File: src/rtl/if_fetch_unit.sv
// if_fetch_unit: instruction-fetch stage feeding the IF/ID pipeline register.
//
// Keeps the fetch PC and issues in-order requests to a variable-latency instruction
// memory. Returned words land in a small {pc, instr} FIFO whose head drives IF/ID.
// A branch redirect from ID flushes the FIFO, restarts fetch at the new target and
// drops every response that was still in flight. Empty output is a 0/0 bubble.
//
// Ports:
//   clk_i, rst_i          clock, synchronous active-high reset
//   start_i               enables new fetch requests
//   stall_i               IF/ID hold; head entry is not consumed
//   redirect_i            branch taken in ID; redirect_pc_i is the new target
//   imem_req_o/addr_o     request valid and address (current fetch PC)
//   imem_ready_i          memory accepts the request this cycle
//   imem_rvalid_i/rdata_i in-order response
//   pc_o, instr_o, valid_o  FIFO head toward IF/ID (0/0 when not valid)

module if_fetch_unit #(
    parameter logic [31:0] RESET_PC  = 32'h0000_0000,
    parameter int unsigned BUF_DEPTH = 2
) (
    input  logic        clk_i,
    input  logic        rst_i,
    input  logic        start_i,
    input  logic        stall_i,
    input  logic        redirect_i,
    input  logic [31:0] redirect_pc_i,
    output logic        imem_req_o,
    output logic [31:0] imem_addr_o,
    input  logic        imem_ready_i,
    input  logic        imem_rvalid_i,
    input  logic [31:0] imem_rdata_i,
    output logic [31:0] pc_o,
    output logic [31:0] instr_o,
    output logic        valid_o
);

    localparam int unsigned PtrW = $clog2(BUF_DEPTH);
    localparam int unsigned CntW = $clog2(BUF_DEPTH + 1);

    typedef logic [CntW-1:0] cnt_t;
    typedef logic [PtrW-1:0] ptr_t;

    localparam logic [CntW:0] DepthC = BUF_DEPTH[CntW:0];

    logic [31:0] fetch_pc_q, fetch_pc_d;
    logic [31:0] resp_pc_q, resp_pc_d;
    cnt_t        outstanding_q, outstanding_d;
    cnt_t        discard_q, discard_d;
    cnt_t        count_q, count_d;
    ptr_t        rd_ptr_q, rd_ptr_d;
    ptr_t        wr_ptr_q, wr_ptr_d;

    logic [31:0] buf_pc_q    [BUF_DEPTH];
    logic [31:0] buf_instr_q [BUF_DEPTH];

    logic [CntW:0] credit_used;
    logic          accept;
    logic          push;
    logic          pop;
    logic [31:0]   redirect_target;

    // Outstanding fetches plus buffered words never exceed the FIFO depth, so every
    // response that is kept always has a free slot.
    assign credit_used     = {1'b0, outstanding_q} + {1'b0, count_q};
    assign redirect_target = {redirect_pc_i[31:2], 2'b00};

    always_comb begin
        imem_req_o  = start_i & ~redirect_i & (credit_used < DepthC);
        imem_addr_o = fetch_pc_q;
        accept      = imem_req_o & imem_ready_i;
        // A response in the redirect cycle is stale by definition and is dropped.
        push        = imem_rvalid_i & ~redirect_i & (discard_q == '0);
        valid_o     = (count_q != '0);
        pop         = valid_o & ~stall_i & ~redirect_i;
        pc_o        = valid_o ? buf_pc_q[rd_ptr_q] : 32'h0;
        instr_o     = valid_o ? buf_instr_q[rd_ptr_q] : 32'h0;
    end

    always_comb begin
        fetch_pc_d    = fetch_pc_q;
        resp_pc_d     = resp_pc_q;
        outstanding_d = outstanding_q + cnt_t'(accept) - cnt_t'(imem_rvalid_i);
        discard_d     = discard_q;
        count_d       = count_q + cnt_t'(push) - cnt_t'(pop);
        rd_ptr_d      = rd_ptr_q;
        wr_ptr_d      = wr_ptr_q;

        if (accept) begin
            fetch_pc_d = fetch_pc_q + 32'd4;
        end
        if (push) begin
            resp_pc_d = resp_pc_q + 32'd4;
            wr_ptr_d  = wr_ptr_q + ptr_t'(1);
        end
        if (pop) begin
            rd_ptr_d = rd_ptr_q + ptr_t'(1);
        end
        if (imem_rvalid_i && (discard_q != '0)) begin
            discard_d = discard_q - cnt_t'(1);
        end

        if (redirect_i) begin
            fetch_pc_d = redirect_target;
            resp_pc_d  = redirect_target;
            count_d    = '0;
            rd_ptr_d   = '0;
            wr_ptr_d   = '0;
            // Everything still in flight after this cycle belongs to the old path.
            discard_d  = outstanding_q - cnt_t'(imem_rvalid_i);
        end
    end

    always_ff @(posedge clk_i) begin
        if (rst_i) begin
            fetch_pc_q    <= RESET_PC;
            resp_pc_q     <= RESET_PC;
            outstanding_q <= '0;
            discard_q     <= '0;
            count_q       <= '0;
            rd_ptr_q      <= '0;
            wr_ptr_q      <= '0;
        end else begin
            fetch_pc_q    <= fetch_pc_d;
            resp_pc_q     <= resp_pc_d;
            outstanding_q <= outstanding_d;
            discard_q     <= discard_d;
            count_q       <= count_d;
            rd_ptr_q      <= rd_ptr_d;
            wr_ptr_q      <= wr_ptr_d;
        end
    end

    // Payload storage needs no reset: an entry is only read while count_q covers it.
    always_ff @(posedge clk_i) begin
        if (push) begin
            buf_pc_q[wr_ptr_q]    <= resp_pc_q;
            buf_instr_q[wr_ptr_q] <= imem_rdata_i;
        end
    end

endmodule
File: config.mk
export PLATFORM = sky130hd
export DESIGN_NAME = if_fetch_unit
export DESIGN_NICKNAME = d
export VERILOG_FILES = /design/src/rtl/if_fetch_unit.sv
export SDC_FILE = /design/constraint.sdc
export NUM_CORES = 1
export LEC_CHECK = 0
export CAP_MARGIN = 20
export CELL_PAD_IN_SITES_DETAIL_PLACEMENT = 1
export CELL_PAD_IN_SITES_GLOBAL_PLACEMENT = 2
export CORE_AREA = 3 3 165 167
export CTS_BUF_LIST = sky130_fd_sc_hd__clkbuf_16
export DETAILED_ROUTE_END_ITERATION = 8
export DIE_AREA = 0 0 168 170
export PLACE_DENSITY = 0.77
export SLEW_MARGIN = 20
export SYNTH_ARGS = -nofsm -noshare
export SYNTH_HDL_FRONTEND = slang
export SYNTH_SLANG_ARGS = --single-unit
File: constraint.sdc
create_clock -name clk_i -period 6 [get_ports clk_i]
set_input_delay 1.2 -clock clk_i [delete_from_list [all_inputs] [get_ports clk_i]]
set_output_delay 1.2 -clock clk_i [all_outputs]
set_load 0.005 [all_outputs]
Word-level counts from Yosys, hierarchy flattened:

Memory sizes are Yosys's and may differ from the RTL's. A register that Yosys moved wholly into a read port is not among the register bits.
Index checks and enable logic that the tools add are counted.

* bits of input ports: 71
* memories: 2
* RAM bits: 128
* register bits after elaboration: 72
* ROM bits: 0
* latch bits: 0

* shifts and indexed selects: 0
* multiply operators: 0
* div/mod/pow operators: 0
* mux-type cells: 14
* reductions and logical operators: 8
* magnitude comparators: 1
* bitwise logic cells: 9
* add/sub/neg operators: 11
* equality and inequality tests: 0

Memories
* buf_instr_q: depth 2, bits a word 32, read ports 1, clocked after Yosys merged registers in 1, wr ports 1, RTL line 55 `logic [31:0] buf_instr_q [BUF_DEPTH];`
* buf_pc_q: depth 2, bits a word 32, read ports 1, clocked after Yosys merged registers in 1, wr ports 1, RTL line 54 `logic [31:0] buf_pc_q [BUF_DEPTH];`

Operator list (count)
* $mux 32: 6
* $add 32x3->32 const B: 2
* $reduce_bool 2->1: 5
* $and 1x1->1: 7
* $mux 1: 6
* $sub 2x1->2: 3
* $add 2x1->2: 2
* $mux 2: 2
* $add 2x2->3: 1
* $lt 3x2->1 const B: 1
* $add 1x1->1 const B: 2
* $logic_not 2->1: 1
* $not 1->1: 2
* $reduce_or 2->1: 1
* $sub 2x1->2 const B: 1
* $logic_and 1x1->1: 1

Longest topological paths before layout:

* depth in word-level cells: 6
* depth in mapped cells: 11
* mapped depth without buffers: 11

Worst setup path after synthesis:

No wires, ideal clock.

* kind: input to register
* start: input redirect_i
* end: memory buf_instr_q[0][0], enable pin
* path buffers: 2
* cell stages on the path: 5
* required time: 5.518 ns
* slack: 1.101 ns
* setup time: 0.482 ns
* arrival time: 4.417 ns
* cell sequence: buf_6 clkinv_1 clkbuf_1 nand3_1 nor2_1

* word-level cells in the longest chain between the ends: 5

Ends and longest elaborated chain
* from (decl): RTL line 26 `input logic redirect_i,`
* $not 1->1: RTL line 73 `push = imem_rvalid_i & ~redirect_i & (discard_q == '0);`
* $and 1x1->1 (2 in a row): RTL line 73
* $mux 1: RTL line 136 `if (push) begin`
* $mux 1 (implied by the code): RTL line 138 `buf_instr_q[wr_ptr_q] <= imem_rdata_i;`
* to (decl): RTL line 55

No other way between the ends.

Worst setup path in the final report:

* start: input start_i
* end: output imem_req_o

* word-level cells in the longest chain between the ends: 2

Ends and longest elaborated chain
* from (decl): RTL line 24 `input logic start_i,`
* $and 1x1->1 (2 in a row): RTL line 69 `imem_req_o = start_i & ~redirect_i & (credit_used < DepthC);`
* to (decl): RTL line 28 `output logic imem_req_o,`

No other way between the ends.

==> metrics.cfg <==
[floorplanning]
dieHeight_um = 170
num_io_pins = 169
start_util_pct = 33.8
core_mm2 = 0.0259
rows = 59
die_area_mm2 = 0.0286
die_w_um = 168

[synth]
ys.flop_type = edfxtp_1
syn_inst = 746
synth_edf_count = 124
synth_area_per_cell_um2 = 11.7
synth_compound_area_share_pct = 11.1
synthAdderAreaFrac_pct = 1.37
yosysWarnings = 0
synthMuxAreaShare_pct = 7.20
yosys.area_share.simple_pct = 16.1
synth_seq_cells = 193
syn_area_mm2 = 0.00876
ys_seq_area_share_pct = 58.3
synth.distinct_cells = 62
async_flop_share_pct = 0
synth_top_family_by_area = simple AND/OR/NAND/NOR gates
synth_xor_area_share_pct = 2.70

[critical_path]
criticalPathCategory = input pin to primary output
max_stage_delay_ns = 0.52
crit_fanout = 3
path_buf_inv = 3
start_kind = input pin
path_common_cell = clkdlybuf4s50_1
endpoint_kind = primary output
crit_family = buffers and inverters
arrival_ns = 2.83
crit_chain = clkdlybuf4s50_1 -> or4b_4 -> inv_1 -> clkdlybuf4s50_1
cp_slowest_cell = clkdlybuf4s50_1
cp.required_ns = 4.80

[global_route]
met3_usage_pct = 2.90
grt_max_degree = 63
grt_util_met1_pct = 23.4
grt_antenna_before_repair = 0
grt_first_pass_wirelength_mm = 37.0
groute.usage.overall_pct = 16.5
busiest_layer = met2
met2_usage_pct = 25.9
grt_pass1_vias = 6530
grt_overflow = 0

[drt]
drcViolationCount = 0
dr.pass1.iters = 5
vias = 6484
vias_per_cell = 5.23
final_antenna_net_count = 0
first_iter_violations = 419
finalWirelength_mm = 23.5
post_drt_wl_per_cell_um = 19.0

[sta]
fmax_ghz = 0.248
finalCritPeriodShare_pct = 67.2
finalHoldViolations = 0
worst_slack_ns = 1.97
relSlewSlack_pct = 32.2
finClkSkew_ns = 0.0152
period_minus_slack_ns = 4.03
setup_tns_ns = 0
rsz0062_at_grt = false
drv_slew = 0
finalSetupViolations = 0
worst_pin_slew_ns = 1.02

[placed_design]
hpwl_mm = 16.6
pre_cts_ws_ns = 1.98
place.gp.congestion = 0.782
io_buffers = 162

[clock_tree]
cts_buffers = 17
cts.repair.resized = 0
clk_pin_slew_ns = 0.06
cts.sinks = 193
cts_max_level = 4
root_buffer = clkbuf_16
clock_latency_ns = 0.43
cts_hold_buffers = 0
cts_setup_buffers = 0
clk_path_buf_depth = 2
cts_tree = yes

[power]
p_seq_share_pct = 51.9
vdd_drop_max_mv = 0.127
comb_power_share_pct = 10.3
internal_power_uw = 2260
powerDensity_mw_per_mm2 = 263
clkPwrFrac_pct = 37.8
switching_share_pct = 23.8
p_switching_uw = 708
finalPower_uw = 2970
p_leak_uw = 0.00358

[layout]
drive_gt1_share_pct = 5.53
seq_area_mm2 = 0.00511
syn_to_final_growth_pct = 28.7
final_cell_mix = 161 x clkdlybuf4s50_1, 124 x edfxtp_1, 79 x nor2_1
final_nets = 971
final_common_cell = clkdlybuf4s50_1
antennaDiodeCount = 0
fillers = 2786
multi_input_area_mm2 = 0.00341

[hold_path]
hold_path_class = flip-flop to flip-flop

[outcome]
status = completed

[run]
max_cap_violations = 0

-- per-stage QoR --
| step | std cells | util, % | instance area, um^2 | hold WS (ns) |
|---|---|---|---|---|
| 2_1_floorplan | 749 | - | 8770 | 0.448 |
| 3_3_place_gp | 1207 | 41.3 | 10700 | 0.475 |
| 3_5_place_dp | 1207 | 41.3 | 10700 | 0.483 |
| 4_1_cts | 1239 | 43.5 | 11300 | 0.500 |
| 5_1_grt | 1239 | 43.5 | 11300 | 0.521 |
| 6_report | 1239 | 43.5 | 11300 | 0.492 |
-- state kept, by name, indices dropped and copies added (netlist names), named ones only --
| signal | cells |
|---|---|
| buf_instr_q | 64 |
| imem_addr_o | 30 |
| wr_ptr_q | 1 |
| buf_pc_q | 60 |
| discard_q | 2 |
| resp_pc_q | 30 |
| outstanding_q | 2 |
| count_q | 2 |
| rd_ptr_q | 1 |
-- power groups by stage --
stage | clock network (uW) | logic, uW | registers (uW)
CTS | 1160 | 311 | 1540
detailed placement | 0 | 309 | 1570
finish | 1120 | 305 | 1540
global placement | 0 | 304 | 1570
global route | 1220 | 339 | 1550
floorplan | 0 | 157 | 1550
-- worst reg2reg max path, delay by kind of cell (launching register included) --
family | cells | cell delay (ns)
buffers and inverters | 2 | 0.18
flip-flops | 1 | 0.41
XOR/XNOR | 2 | 0.30
AND/OR/NAND/NOR | 4 | 0.89
adder cells (fa/ha/maj) | 3 | 0.93
-- kinds of logic after synthesis --
kind of cell | after synthesis
xor+xnor | 27
fa+ha+maj | 9
simple gates | 261
mux | 63
compound gates | 125
other cells | 1
buf+inv | 67
flops | 193
-- final timing paths --
kind | from | endpoint | slack (ns) | cells past startpoint
setup / recovery | start_i | imem_req_o | 1.97 | 4
hold / removal | resp_pc_q[31]$_SDFFE_PP0P_ | buf_pc_q[0][31]$_DFFE_PP_ | 0.49 | 0
setup reg to reg | count_q[0]$_SDFF_PP0_ | outstanding_q[1]$_SDFF_PP0_ | 3.19 | 11
hold reg to reg | resp_pc_q[31]$_SDFFE_PP0P_ | buf_pc_q[0][31]$_DFFE_PP_ | 0.49 | 0
-- area by class of cell --
type / count / area share, %
clock buffers: 17 / 3.77
well taps: 335 / 3.72
inverters: 20 / 0.666
repair buffers: 170 / 14.9
flip-flops and latches: 193 / 45.3
clock inverters: 15 / 1.43
multi-input cells: 489 / 30.2
-- synth_stat cells (5+ instances only) --
cell type / number / area [um^2]
nor2_1: 82 / 308
clkbuf_1: 34 / 128
nor3_1: 15 / 75.1
o21a_1: 23 / 173
mux2i_1: 63 / 631
or4_1: 8 / 60.1
and4_1: 12 / 105
o31a_1: 37 / 324
ha_1: 8 / 100
xnor2_1: 17 / 149
edfxtp_1: 124 / 3720
xor2_1: 10 / 87.6
nand2_1: 30 / 113
nand3_1: 25 / 125
nand4_1: 22 / 138
dfxtp_1: 69 / 1380
o21ai_0: 9 / 45.0
nor4_1: 26 / 163
nand2b_1: 7 / 43.8
a211oi_1: 8 / 60.1
inv_1: 19 / 71.3
and3_1: 8 / 50.1
buf_4: 5 / 37.5
a21boi_0: 17 / 128
-- layer usage --
layer	vias to the layer above	part of all wire (%)
met4	0	1.6
met2	193	46
met1	3134	47
met3	26	5.7
li1	3131	-
met5	-	0
(Power assumes the default switching activity.)
